==> config.mk <==
export PLATFORM = sky130hd
export DESIGN_NAME = bram_read_arbiter
export DESIGN_NICKNAME = d
export VERILOG_FILES = /design/src/rtl/bram_read_arbiter_pkg.sv /design/src/rtl/bram_read_arbiter_rr.sv /design/src/rtl/bram_read_arbiter.sv
export SDC_FILE = /design/constraint.sdc
export NUM_CORES = 1
export LEC_CHECK = 0
export CAP_MARGIN = 30
export CORE_UTILIZATION = 47
export DETAILED_ROUTE_END_ITERATION = 6
export HOLD_SLACK_MARGIN = 0.08
export PLACE_DENSITY = 0.88
export RECOVER_POWER = 25
export SLEW_MARGIN = 0
export SYNTH_ARGS = -nofsm -noshare
export SYNTH_HDL_FRONTEND = slang
export SYNTH_HIERARCHICAL = 1
export SYNTH_SLANG_ARGS = --single-unit
export TNS_END_PERCENT = 100
==> constraint.sdc <==
create_clock -name clk -period 8.1 [get_ports clk]
set_input_delay 1.62 -clock clk [delete_from_list [all_inputs] [get_ports clk]]
set_output_delay 1.62 -clock clk [all_outputs]
set_load 0.02 [all_outputs]
==> src/rtl/bram_read_arbiter_pkg.sv <==
// rtl/bram_read_arbiter_pkg.sv - shared types and constants for the weight BRAM read arbiter
package bram_read_arbiter_pkg;

    typedef enum logic [1:0] {
        IDLE  = 2'd0,
        ISSUE = 2'd1,
        DRAIN = 2'd2
    } arb_state_t;

    localparam int DEF_ADDR_WIDTH = 15;
    localparam int DEF_W          = 8;
    localparam int DEF_RD_LAT     = 2;

    // Per-layer weight regions inside the shared BRAM
    localparam int LAYER0_BASE    = 0;
    localparam int LAYER1_1_BASE  = 1024;
    localparam int LAYER1_2_BASE  = 2048;
    localparam int LAYER1_3_BASE  = 4096;
    localparam int LAYER2_BASE    = 8192;

endpackage

==> src/rtl/bram_read_arbiter_rr.sv <==
// rtl/bram_read_arbiter_rr.sv - combinational round-robin winner select starting at ptr
module rr_arbiter #(
    parameter int NUM_REQ = 4,
    parameter int ID_W    = 2
) (
    input  logic [NUM_REQ-1:0] req,
    input  logic [ID_W-1:0]    ptr,
    output logic [NUM_REQ-1:0] win_onehot,
    output logic [ID_W-1:0]    win_idx,
    output logic               any
);

    logic [ID_W-1:0] cand;

    always_comb begin
        win_onehot = '0;
        win_idx    = '0;
        any        = 1'b0;
        cand       = '0;
        for (int i = 0; i < NUM_REQ; i++) begin
            cand = ID_W'((int'(ptr) + i) % NUM_REQ);
            if (!any && req[cand]) begin
                any              = 1'b1;
                win_onehot[cand] = 1'b1;
                win_idx          = cand;
            end
        end
    end

endmodule

==> src/rtl/bram_read_arbiter.sv <==
// rtl/bram_read_arbiter.sv - round-robin burst reader sharing one weight BRAM among NUM_REQ loaders
module bram_read_arbiter
    import bram_read_arbiter_pkg::*;
#(
    parameter int NUM_REQ    = 4,
    parameter int ID_W       = 2,
    parameter int ADDR_WIDTH = DEF_ADDR_WIDTH,
    parameter int LEN_W      = 16,
    parameter int W          = DEF_W,
    parameter int RD_LAT     = DEF_RD_LAT
) (
    input  logic                        clk,
    input  logic                        rst_n,
    input  logic [NUM_REQ-1:0]          req,
    input  logic [NUM_REQ*ADDR_WIDTH-1:0] req_base,
    input  logic [NUM_REQ*LEN_W-1:0]    req_len,
    output logic [NUM_REQ-1:0]          grant,
    output logic [NUM_REQ-1:0]          done,
    output logic                        busy,
    output logic                        rd_valid,
    output logic [ID_W-1:0]             rd_id,
    output logic [W-1:0]                rd_data,
    output logic                        rd_last,
    output logic                        bram_en,
    output logic                        bram_ren,
    output logic [ADDR_WIDTH-1:0]       bram_addr,
    input  logic [W-1:0]                bram_dout
);

    arb_state_t              state, state_n;
    logic [ID_W-1:0]         rr_ptr, id_q, win_idx;
    logic [NUM_REQ-1:0]      win_oh, grant_n;
    logic                    win_any;
    logic [ADDR_WIDTH-1:0]   win_base, addr_q;
    logic [LEN_W-1:0]        win_len, cnt_q;
    logic                    zl_q, zl_done_q;
    logic [ID_W-1:0]         iss_id;
    logic                    iss_last;
    logic [RD_LAT-1:0]       pv, pl;
    logic [ID_W-1:0]         pid [RD_LAT];
    logic                    issue, last_issue, out_last, drain_exit;

    rr_arbiter #(.NUM_REQ(NUM_REQ), .ID_W(ID_W)) u_rr (
        .req        (req),
        .ptr        (rr_ptr),
        .win_onehot (win_oh),
        .win_idx    (win_idx),
        .any        (win_any)
    );

    assign win_base   = req_base[int'(win_idx)*ADDR_WIDTH +: ADDR_WIDTH];
    assign win_len    = req_len[int'(win_idx)*LEN_W +: LEN_W];
    assign issue      = (state == ISSUE);
    assign last_issue = issue && (cnt_q == LEN_W'(1));
    assign rd_valid   = pv[RD_LAT-1];
    assign rd_id      = pid[RD_LAT-1];
    assign rd_last    = pv[RD_LAT-1] & pl[RD_LAT-1];
    assign rd_data    = bram_dout;
    assign out_last   = rd_valid & rd_last;
    // Zero-length bursts never enter the pipeline, so they finish on their own pulse
    assign drain_exit = (state == DRAIN) && (out_last || zl_done_q);
    assign busy       = (state != IDLE);

    always_comb begin
        state_n = state;
        grant_n = '0;
        case (state)
            IDLE: begin
                if (win_any) begin
                    grant_n = win_oh;
                    state_n = (win_len == '0) ? DRAIN : ISSUE;
                end
            end
            ISSUE:   if (last_issue) state_n = DRAIN;
            DRAIN:   if (drain_exit) state_n = IDLE;
            default: state_n = IDLE;
        endcase
    end

    always_comb begin
        done = '0;
        if (zl_done_q)
            done = NUM_REQ'(1) << id_q;
        else if (out_last)
            done = NUM_REQ'(1) << rd_id;
    end

    always_ff @(posedge clk or negedge rst_n) begin
        if (!rst_n)
            state <= IDLE;
        else
            state <= state_n;
    end

    always_ff @(posedge clk or negedge rst_n) begin
        if (!rst_n) begin
            grant     <= '0;
            rr_ptr    <= '0;
            id_q      <= '0;
            addr_q    <= '0;
            cnt_q     <= '0;
            zl_q      <= 1'b0;
            zl_done_q <= 1'b0;
            bram_en   <= 1'b0;
            bram_ren  <= 1'b0;
            bram_addr <= '0;
            iss_id    <= '0;
            iss_last  <= 1'b0;
            pv        <= '0;
            pl        <= '0;
            for (int i = 0; i < RD_LAT; i++) pid[i] <= '0;
        end else begin
            grant <= grant_n;
            if (state == IDLE && win_any) begin
                rr_ptr <= ID_W'((int'(win_idx) + 1) % NUM_REQ);
                id_q   <= win_idx;
                addr_q <= win_base;
                cnt_q  <= win_len;
                zl_q   <= (win_len == '0);
            end else if (issue) begin
                addr_q <= addr_q + ADDR_WIDTH'(1);
                cnt_q  <= cnt_q - LEN_W'(1);
            end
            zl_done_q <= (state == DRAIN) && zl_q && !zl_done_q;
            bram_ren  <= issue;
            bram_addr <= issue ? addr_q : '0;
            // Enable stays up through drain so in-flight reads complete
            bram_en   <= issue | (bram_en & (state == DRAIN) & ~drain_exit);
            iss_id    <= id_q;
            iss_last  <= last_issue;
            // Issue-stage tag plus RD_LAT stages lines the tag up with bram_dout
            pv[0]  <= bram_ren;
            pl[0]  <= bram_ren & iss_last;
            pid[0] <= iss_id;
            for (int i = 1; i < RD_LAT; i++) begin
                pv[i]  <= pv[i-1];
                pl[i]  <= pl[i-1];
                pid[i] <= pid[i-1];
            end
        end
    end

endmodule

==> impl_metrics.json <==
{
  "fillerInstances": 640,
  "ant_nets": 0,
  "status": "complete, but fails checks",
  "final_layout_size_suffix_gt1_frac": 0.1163,
  "seqCellArea_um2": 1777,
  "via_count": 3780,
  "synth_fp_nets": 534,
  "path_clk_slew_ns": 0.08,
  "clock_latency_ns": 0.34,
  "dieArea_um2": 9624,
  "end_kind": "flop",
  "grt_pass1_wl_um": 19060,
  "yosysTopAreaCellShare": 0.4093,
  "ys.flop_type": "dfrtp_1",
  "yosysWarnings": 6,
  "dr.pass1.iters": 7,
  "fin_skew_ns": 0.005751,
  "ys_ff_latch": 71,
  "antenna_cells": 0,
  "grt_max_degree": 72,
  "path_cells": "clkdlybuf4s50_1, mux4_2, and2b_2, o21ai_0, o31ai_4, buf_4, mux4_1, nor4_1, nand4_1, a22o_1",
  "track_usage": 0.2516,
  "areaGrowthSynthToFinish_pct": 40.67,
  "p_int_mw": 1.344,
  "vias_per_cell": 5.897,
  "overflow": 0,
  "crit_buf_inv": 2,
  "die_h_um": 98.10,
  "drc": 9,
  "final_nets": 674,
  "yosys.area.top_type": "dfrtp_1",
  "min-delay-path-class": "flop to flop",
  "ys_types": 57,
  "violations": "DRC, capacitance limit, slew limit",
  "antenna_found_initial": 0,
  "hold_viol_final": 0,
  "netlist_instances": 388,
  "die_w_um": 98.10,
  "power_frac_clock": 0.121,
  "cp_max_fo": 17,
  "maxCapViolations": 1,
  "swShare": 0.4196,
  "avgSynthCellArea_um2": 11.19,
  "port_buffers": 159,
  "worst_path_max_delay_cell": "mux4_2",
  "cts_root_buf": "clkbuf_8",
  "worst-setup-path-type": "input pin to flop",
  "irDropWorstVdd_v": 0.0002906,
  "htreeDepth": 3,
  "slew_headroom": -1.465,
  "multi_input_area_um2": 2308,
  "cts_hold_buf": 0,
  "cts_sinks": 71,
  "finalInstanceArea_um2": 6106,
  "pwr-share-seq": 0.279,
  "cts_tree": "built",
  "fin_crit_ns": 4.817,
  "worstPathRequired_ns": 8.33,
  "slowest_delay_ns": 0.63,
  "numCtsBuffers": 9,
  "leakagePower_nw": 2.350,
  "pwr-share-comb": 0.599,
  "hpwl_um": 9017,
  "fp.coreArea_um2": 8848,
  "grt_pass1_vias": 3982,
  "power_switching_uw": 971.8,
  "crit_family": "multiplexers",
  "worst_slew_pin_slew_ns": 3.697,
  "finalSetupViolCount": 0,
  "drt-total-wl_um": 11570,
  "rows": 34,
  "io_pins": 176,
  "critPathArrivalTime_ns": 5.05,
  "synthTopCellsByArea": "dfrtp_1, mux4_2, nand2_1",
  "synth_enable_flop_cells": 0,
  "synth_area_um2": 4340,
  "drv_slew": 72,
  "period_share": 0.5947,
  "place_congestion": 0.8921,
  "place_area_um2": 5897,
  "initial_core_util": 0.4905,
  "drt_iter0_drc": 176,
  "post_cts_buffers": 0,
  "max_freq_mhz": 207.6,
  "clock_path_buffers": 2,
  "yosysSeqAreaShare": 0.4093,
  "cts_resized": 0,
  "pwr_density_cell_nw_per_um2": 379.3,
  "ys_async_sr_fraction": 1.000,
  "final.setup.tns_ns": 0,
  "startpoint_type": "input pin",
  "wl_per_cell_um": 18.05,
  "rsz0062_at_grt": "no"
}
final cells by class:
| type | instances | area share |
|---|---|---|
| Clock buffer | 10 | 0.02090 |
| Clock inverter | 6 | 0.01148 |
| Inverter | 14 | 0.008607 |
| Multi-Input combinational cell | 267 | 0.3781 |
| Sequential cell | 71 | 0.2910 |
| Tap cell | 108 | 0.02213 |
| Timing Repair Buffer | 165 | 0.2678 |
power by group through the flow:
stage	sequential, mW	combinational, mW	clock [mW]
2_1_floorplan	0.659	1.03	0
3_3_place_gp	0.637	1.33	0
3_5_place_dp	0.650	1.39	0
4_1_cts	0.644	1.39	0.287
5_1_grt	0.671	1.51	0.304
6_report	0.647	1.39	0.281
sequential cells by signal, indices dropped and copies added (netlist names):
signal,cells
rr_ptr,2
grant,4
id_q,2
bram_addr,15
addr_q,15
pl,2
zl_q,1
bram_ren,1
cnt_q,16
iss_last,1
rd_id,2
pv,2
zl_done_q,1
state,2
iss_id,2
pid,2
bram_en,1
Yosys cell counts, drive strengths merged, types with 2 or more instances:
cell type  instances
dfrtp             71
nand2             40
mux4              35
o21ai             20
and2              19
nor2              19
buf               18
clkbuf            18
inv               14
nand3             13
o211ai            13
o311ai            11
xor2               9
a22oi              8
ha                 8
nand4              7
nor3               6
nor4               6
or2                5
or4                5
a21oi              4
nand2b             4
and3               3
xnor2              3
a221o              2
and4               2
mux2               2
nor4b              2
o22ai              2
o31ai              2
o32ai              2
path summary, 6_finish.rpt:
| path | start | endpoint | slack [ns] | depth (start not counted) |
|---|---|---|---|---|
| worst max-delay path | req[2] | state[0]$_DFFE_PN0P_ | 3.28 | 10 |
| worst min-delay path | pid[2]$_DFF_PN0_ | rd_id[0]$_DFF_PN0_ | 0.36 | 0 |
| worst max register to register | rr_ptr[0]$_DFFE_PN0P_ | state[0]$_DFFE_PN0P_ | 3.95 | 11 |
| worst min register to register | pid[2]$_DFF_PN0_ | rd_id[0]$_DFF_PN0_ | 0.36 | 0 |
| max in group asynchronous | rst_n | cnt_q[9]$_DFFE_PN0P_ | 3.38 | 2 |
| min in group asynchronous | rst_n | bram_addr[3]$_DFF_PN0_ | 2.64 | 2 |
metrics by stage:
stage	power, mW	std cells	setup WS [ns]	hold WS [ns]	utilization
2_1_floorplan	1.688	388	3.777	0.3312	-
3_3_place_gp	1.963	624	3.039	0.3328	0.6664
3_5_place_dp	2.037	624	2.915	0.3424	0.6664
4_1_cts	2.323	640	3.289	0.3600	0.6888
5_1_grt	2.480	641	2.562	0.3661	0.6900
6_report	2.316	641	3.283	0.3557	0.6900
layer usage:
| layer | global-route usage | vias up | share of wire |
|---|---|---|---|
| met5 | 0 | - | 0 |
| met4 | 0.1142 | 0 | 0.024 |
| met3 | 0.04724 | 27 | 0.071 |
| met2 | 0.4345 | 189 | 0.52 |
| met1 | 0.3063 | 1829 | 0.38 |
| li1 | - | 1735 | - |
cell usage in the layout (no fill, tap or decap), types with 3 or more instances in the layout:
cell type,instances
a21oi_1,4
a22oi_1,8
and2_0,9
and2_1,10
and3_1,3
buf_4,4
clkbuf_8,9
clkdlybuf4s50_1,158
clkinvlp_4,3
dfrtp_1,71
ha_1,8
inv_1,14
mux4_1,4
mux4_2,31
nand2_1,40
nand2b_1,4
nand3_1,13
nand4_1,7
nor2_1,18
nor3_1,6
nor4_1,4
o211ai_1,13
o21ai_0,8
o21ai_1,12
o311ai_0,7
o311ai_1,4
or4_1,5
xnor2_1,3
xor2_1,9
logic make-up (layout without fill, tap and decap cells):
family | after synthesis | in the layout | share of synthesized area
simple gates | 138 | 138 | 0.1732
buf+inv | 50 | 195 | 0.06255
xor+xnor | 12 | 12 | 0.02422
flops | 71 | 71 | 0.4093
fa+ha+maj | 8 | 8 | 0.02306
compound gates | 71 | 71 | 0.1150
mux | 38 | 38 | 0.1926
No activity file was read; power rests on OpenSTA's default activity.
